==> src/rtl/button_event_fifo.sv <==
`default_nettype none
// ============================================================================
// button_event_fifo
//   Collects one-cycle button press pulses and queues the button indices in a
//   round-robin-arbitrated first-word-fall-through FIFO.
//   Revision: 1.0
// ============================================================================
module button_event_fifo #(
    parameter int NUM_BTN = 5,
    parameter int DEPTH   = 8,
    parameter int CODE_W  = 3
) (
    input  logic                       clk,
    input  logic                       rst,
    input  logic [NUM_BTN-1:0]         btn_pulse,
    output logic                       ev_valid,
    output logic [CODE_W-1:0]          ev_code,
    input  logic                       ev_ready,
    output logic [$clog2(DEPTH):0]     count,
    output logic                       overflow,
    input  logic                       clr_ovf
);

    localparam int AW   = $clog2(DEPTH);
    localparam int CW   = AW + 1;
    localparam int RR_W = $clog2(NUM_BTN);
    localparam logic [RR_W-1:0] LAST_IDX = RR_W'(NUM_BTN - 1);

    logic [NUM_BTN-1:0] pending;
    logic [RR_W-1:0]    rr_ptr;
    logic [AW-1:0]      rd_ptr;
    logic [AW-1:0]      wr_ptr;
    logic [CODE_W-1:0]  mem [DEPTH];

    logic               full;
    logic               pop;
    logic               push;
    logic               found;
    logic [RR_W-1:0]    cand;
    logic [RR_W-1:0]    gnt_idx;
    logic [NUM_BTN-1:0] gnt_vec;
    logic               drop;

    assign full     = (count == CW'(DEPTH));
    assign ev_valid = (count != '0);
    assign pop      = ev_valid & ev_ready;
    // Empty head reads as zero so the code is deterministic out of reset.
    assign ev_code  = ev_valid ? mem[rd_ptr] : '0;

    // Walk from rr_ptr upward with wrap; the first pending bit wins.
    always_comb begin
        found   = 1'b0;
        gnt_idx = '0;
        cand    = rr_ptr;
        for (int k = 0; k < NUM_BTN; k++) begin
            if (!found && pending[cand]) begin
                found   = 1'b1;
                gnt_idx = cand;
            end
            cand = (cand == LAST_IDX) ? '0 : cand + 1'b1;
        end
    end

    assign push    = found & ~full;
    assign gnt_vec = push ? (NUM_BTN'(1) << gnt_idx) : '0;
    assign drop    = |(btn_pulse & pending & ~gnt_vec);

    always_ff @(posedge clk or negedge rst) begin
        if (!rst) begin
            pending  <= '0;
            rr_ptr   <= '0;
            rd_ptr   <= '0;
            wr_ptr   <= '0;
            count    <= '0;
            overflow <= 1'b0;
        end else begin
            pending <= (pending & ~gnt_vec) | btn_pulse;
            if (push) begin
                wr_ptr <= wr_ptr + 1'b1;
                rr_ptr <= (gnt_idx == LAST_IDX) ? '0 : gnt_idx + 1'b1;
            end
            if (pop) begin
                rd_ptr <= rd_ptr + 1'b1;
            end
            case ({push, pop})
                2'b10:   count <= count + 1'b1;
                2'b01:   count <= count - 1'b1;
                default: count <= count;
            endcase
            // A drop in the same cycle as a clear keeps the flag raised.
            if (drop) begin
                overflow <= 1'b1;
            end else if (clr_ovf) begin
                overflow <= 1'b0;
            end
        end
    end

    always_ff @(posedge clk) begin
        if (push) begin
            mem[wr_ptr] <= CODE_W'(gnt_idx);
        end
    end

endmodule
`default_nettype wire

==> config.mk <==
export PLATFORM = sky130hd
export DESIGN_NAME = button_event_fifo
export DESIGN_NICKNAME = d
export VERILOG_FILES = /design/src/rtl/button_event_fifo.sv
export SDC_FILE = /design/constraint.sdc
export NUM_CORES = 1
export LEC_CHECK = 0
export ABC_CLOCK_PERIOD_IN_PS = 6860
export CAP_MARGIN = 20
export CORE_UTILIZATION = 25
export DETAILED_ROUTE_END_ITERATION = 12
export PLACE_DENSITY = 0.49
export SLEW_MARGIN = 10
export SYNTH_ARGS = -nofsm -noshare
export SYNTH_HDL_FRONTEND = slang
export SYNTH_SLANG_ARGS = --single-unit
export TNS_END_PERCENT = 20
==> constraint.sdc <==
create_clock -name clk -period 6.86 [get_ports clk]
set_clock_uncertainty 0.15 [all_clocks]
set_input_delay 2.058 -clock clk [delete_from_list [all_inputs] [get_ports clk]]
set_output_delay 2.058 -clock clk [all_outputs]
set_load 0.02 [all_outputs]
==> Word level (Yosys, flattened, before mapping) <==
Memory sizes are Yosys's and may differ from the RTL's.
Index checks and enable logic that the tools add are counted.
{ "classes": {"eq_ne": 8, "add_sub_neg": 9, "shift": 1, "bitwise": 8, "order_cmp": 5, "reduce_logical": 12, "n_mux": 32} }
{ "ops": {"columns": ["op", "count"], "rows": [
  ["two-way mux 3 bit", 11],
  ["adder 3 x 1 -> 3 bit, second input constant", 7],
  ["less-than comparator 3 x 4 -> 1 bit, second input constant", 5],
  ["AND 5 bit", 3],
  ["binary-select mux 1 bit (select 3 bit)", 5],
  ["equality test 3 bit, second input constant", 5],
  ["two-way mux 1 bit", 14],
  ["one-hot mux 4 bit (2 select lines)", 1],
  ["two-way mux 5 bit", 1],
  ["inverter 5 bit", 1],
  ["bitwise OR 5 bit", 1],
  ["OR reduction 5 bit", 1],
  ["left shift 1 x 3 -> 5 bit, first input constant", 1],
  ["adder 4 x 1 -> 4 bit, second input constant", 1],
  ["equality test 4 bit, second input constant", 1],
  ["logical AND 1 bit", 4],
  ["logical NOT 1 bit", 4],
  ["nonzero test 2 bit", 2],
  ["nonzero test 4 bit", 1],
  ["subtractor 4 x 1 -> 4 bit, second input constant", 1],
  ["AND 1 bit", 2],
  ["equality test 2 x 1 -> 1 bit, second input constant", 1],
  ["equality test 2 bit, second input constant", 1],
  ["inverter 1 bit", 1]
]} }
{ "word_totals": {"inputBits": 9, "n_memories": 1, "regBits": 19, "word_cells": 82, "ramBits": 24, "output_inout_bits": 9} }
{ "memory_table": {"columns": ["memory", "depth", "width", "rd", "rd_clocked_by_memory_dff", "wr", "line_no", "source"], "rows": [
  ["mem", 8, 3, 1, 0, 1, "33", "logic [CODE_W-1:0] mem [DEPTH];"]
]} }

==> Longest topological paths before layout <==
{ "depth": {"depth_word": 21, "mapped_depth": 26, "mapped_depth_nobuf": 24} }

==> Least setup slack after synthesis <==
Ideal clock, no wire load.
{ "synth_path": {"path_type": "register -> register", "startpoint": "register rr_ptr[0]", "endpoint": "register count[3]", "setup_time_ns": 0.132, "slack_ns": 1.590, "period_less_slack_ns": 5.270, "required_time_ns": 6.578, "path_stages_with_launch": 26, "path_buffers": 3, "arrival_time_ns": 4.987, "cell_sequence": "dfrtp_1 -> buf_2 -> inv_1 -> ha_1 -> a21oi_1 -> inv_1 -> ha_1 -> o21ai_0 -> a22o_1 -> inv_1 -> ha_1 -> or4_1 -> o211ai_1 -> and2_0 -> clkbuf_1 -> a211o_1 -> nand4_1 -> o21ai_2 -> buf_2 -> ha_1 -> ha_1 -> a21o_1 -> a21oi_1 -> xnor2_1 -> nor2_1 -> xor2_1"} }
{ "synth_between": {"elab_chain_cells": 18, "elab_cells_between_ends": 40, "classes_between": "4 x add/sub; 6 x eq/ne; 20 x mux; 1 x bitwise; 9 x reduce/logical"} }
{ "synth_lines": {"columns": ["item", "line_no", "source"], "rows": [
  ["start, declared", "30", "logic [RR_W-1:0] rr_ptr;"],
  ["start signal, assigned", "80", "rr_ptr <= (gnt_idx == LAST_IDX) ? '0 : gnt_idx + 1'b1;"],
  ["branches (longest 14 deep; another with adder 3 x 1 -> 3 bit)", null, null],
  ["two-way mux 1 bit (*)", "56", "if (!found && pending[cand]) begin"],
  ["AND 1 bit (*)", "64", "assign push = found & ~full;"],
  ["equality test 2 x 1 -> 1 bit or equality test 2 bit (tied branches)", "85", "case ({push, pop})"],
  ["one-hot mux 4 bit (2 select lines) or nonzero test 2 bit (tied branches)", null, null],
  ["end signal, assigned", "86", "2'b10: count <= count + 1'b1;"],
  ["end signal, assigned", "87", "2'b01: count <= count - 1'b1;"],
  ["end signal, assigned", "88", "default: count <= count;"],
  ["end, declared", "19", "output logic [$clog2(DEPTH):0] count,"]
]} }
Mark *: on every way between the ends. The select of a mux whose other input is x is not followed.
A chain may end at the register's enable or synchronous reset.

==> Final worst setup path <==
Same ends and word-level chain as after synthesis.

==> results.yml <==
yosys:
  synth_ff_type: "edfxtp_1"
  synth-seq-area-share: 0.428
  synth_top_family_by_area: "simple AND/OR/NAND/NOR gates"
  syn_area_per_cell_um2: 10.8
  synth_cell_types: 56
  synth_top_cell_by_area: "edfxtp_1"
  syn_inst: 259
  synthTopCellsByArea: "edfxtp_1 26%, dfrtp_1 17%, ha_1 7.6%"
  synth_edf_count: 24
  synth-xor-area-share: 0.0251
  ys_ff_latch: 43
  yosys.area_share.simple: 0.160
  yosysMostFrequentCell: "edfxtp_1"
  yosysTopAreaCellShare: 0.258
  async_flop_share: 0.442
  yosys_warnings: 0
  synth_compound_area_frac: 0.155
  syn_nets: 286
  synth_common_cells: "24 x edfxtp_1, 23 x nand2_1, 22 x inv_1, 19 x dfrtp_1, 17 x ha_1"
  synthesis.area_um2: 2800
  synthAdderAreaFrac: 0.0832
  synthMuxAreaShare: 0.108
layout:
  drive_gt1_frac: 0.0939
  post-route-util: 0.295
  area_delta_synth_final_pct: 14.9
  ff_latch_area_um2: 1200
  finalNetCount: 303
  fin_area_um2: 3210
  diodes: 0
  fill_cells: 1114
  multi_input_area_um2: 1490
critical_path:
  path_common_cell: "ha_1"
  worst_setup_path_start_kind: "flip-flop"
  crit_buf_inv: 3
  crit_family: "compound AO/OA/AOI/OAI gates"
  crit_fanout: 18
  max_stage_delay_ns: 0.70
  crit_type: "flip-flop to flip-flop"
  crit_cells: 22
  cp_data_required_time_ns: 6.89
  critPathSlowestCell: "o21ai_2"
  r2r_cells: 22
  arrival_ns: 6.07
  critPathCaptureType: "flip-flop"
  worstPathCellList: "inv_1 -> ha_1 -> a21oi_1 -> inv_1 -> ha_1 -> o21ai_0 -> a22o_1 -> inv_1 -> ha_1 -> or4_1 -> o211ai_1 -> and2_0 -> a211o_1 -> nand4_1 -> o21ai_2 -> ha_1 -> ha_1 -> a21o_1 -> a21oi_1 -> xnor2_1 -> nor2_1 -> xor2_1"
drt:
  avgViaCountPerCell: 4.93
  ant_nets: 0
  top_layer: "met4"
  wirelength_mm: 6.14
  vias: 2054
  met1Wirelength_mm: 3.04
  route.met2.wl_mm: 2.85
  drt_iter0_markers: 141
  wl_met3_um: 167
  drc: 0
  dr.pass1.iters: 4
  wire_per_inst_um: 14.7
timing:
  hold_viol_final: 0
  maxSlewViolCount: 0
  relSlewSlack: 0.436
  hold_ws_ns: 0.372
  min_period_ns: 6.03
  fin_crit_sh: 0.880
  worstMarginPinSlew_ns: 0.839
  final-setup-viol-count: 0
  timing.fmax_ghz: 0.166
  grt_setup_unrepaired: "false"
  setup_tns_ns: 0
floorplanning:
  dieArea_um2: 11600
  die_x_um: 108
  ios: 18
  initial_core_util: 0.257
  placementRows: 38
  core_area_um2: 10900
  die_h_um: 108
cts:
  numCtsBuffers: 5
  tritoncts: "done"
  root_buffer: "clkbuf_8"
  holdBufCountCts: 0
  cts.sinks: 43
  cts_setup_buffers: 0
  clk_latency_ns: 0.29
  htreeDepth: 2
  cts_resized: 0
  cts_max_path_buffers: 2
  clk_pin_slew_worst_paths_ns: 0.08
global_route:
  grt_pass1_wl_mm: 10.3
  overflow: 0
  grt_pass1_vias: 2055
  grt_max_degree: 20
  track_usage: 0.115
  antenna_found_initial: 0
placement:
  dp_hpwl_mm: 4.61
  place.port_buffers: 17
  gp_congestion: 0.855
  placed_cell_area_um2: 3110
run:
  drv_cap: 0
worst_hold_path:
  hold_class: "flip-flop to flip-flop"
  whs_path_depth: 1
run_status:
  status: "finished clean"
layer usage:
metal,vias up,track usage
li1,1004,-
met1,1000,0.155
met2,41,0.187
met3,9,0.0200
met4,0,0.0313
met5,-,0
registers in the layout (all words and copies together) (netlist names):
signal    cells
count         4
mem          24
overflow      1
pending       5
rd_ptr        3
rr_ptr        3
wr_ptr        3
stage by stage:
| stage | setup WS, ns | std cells |
|---|---|---|
| finish | 0.825 | 417 |
| global route | 0.270 | 417 |
| CTS | 0.789 | 416 |
| detailed placement | 0.820 | 408 |
| global placement | 0.917 | 408 |
| floorplan | 1.59 | 259 |
layout by cell type, fill, tap and decap left out, types with 2 or more instances in the layout:
cell type,n
a211o_1,3
a21boi_0,2
a21o_1,7
a21oi_1,6
a222oi_1,2
a22o_1,2
a31oi_1,3
and2b_1,2
and3_1,3
and4_1,3
clkbuf_8,6
clkdlybuf4s50_1,17
dfrtp_1,19
edfxtp_1,24
ha_1,17
inv_1,22
mux2_2,4
mux2i_1,10
mux4_2,7
nand2_1,23
nand2b_1,3
nand3_1,2
nand4b_1,2
nor2_1,14
nor2b_1,4
nor3_1,8
nor3b_1,4
nor4_1,3
o211ai_1,6
o21ai_0,13
o221a_1,2
o31ai_1,2
xnor2_1,4
xor2_1,4
logic make-up after synthesis:
family / after synthesis
simple gates: 81
buf+inv: 30
compound gates: 58
fa+ha+maj: 18
xor+xnor: 8
flops: 43
mux: 21
path summary, 6_finish.rpt:
path	endpoint	slack [ns]	start
worst max-delay path	count[3]	0.83	rr_ptr[0]
worst min-delay path	count[3]	0.37	count[3]
worst max register to register	count[3]	0.83	rr_ptr[0]
worst min register to register	count[3]	0.37	count[3]
max in group asynchronous	rd_ptr[2]	4.34	rst
min in group asynchronous	count[0]	1.83	rst
area by class of cell:
class,instances,area share
multi-input combinational,186,0.462
timing repair buffer,18,0.0576
sequential,43,0.372
clock buffer,7,0.0269
clock inverter,1,0.00117
inverter,22,0.0257
tap,140,0.0545
Power is left out: the tool's default activity adds up to more than one toggle a clock period on the data nets, which glitch-free logic cannot reach.
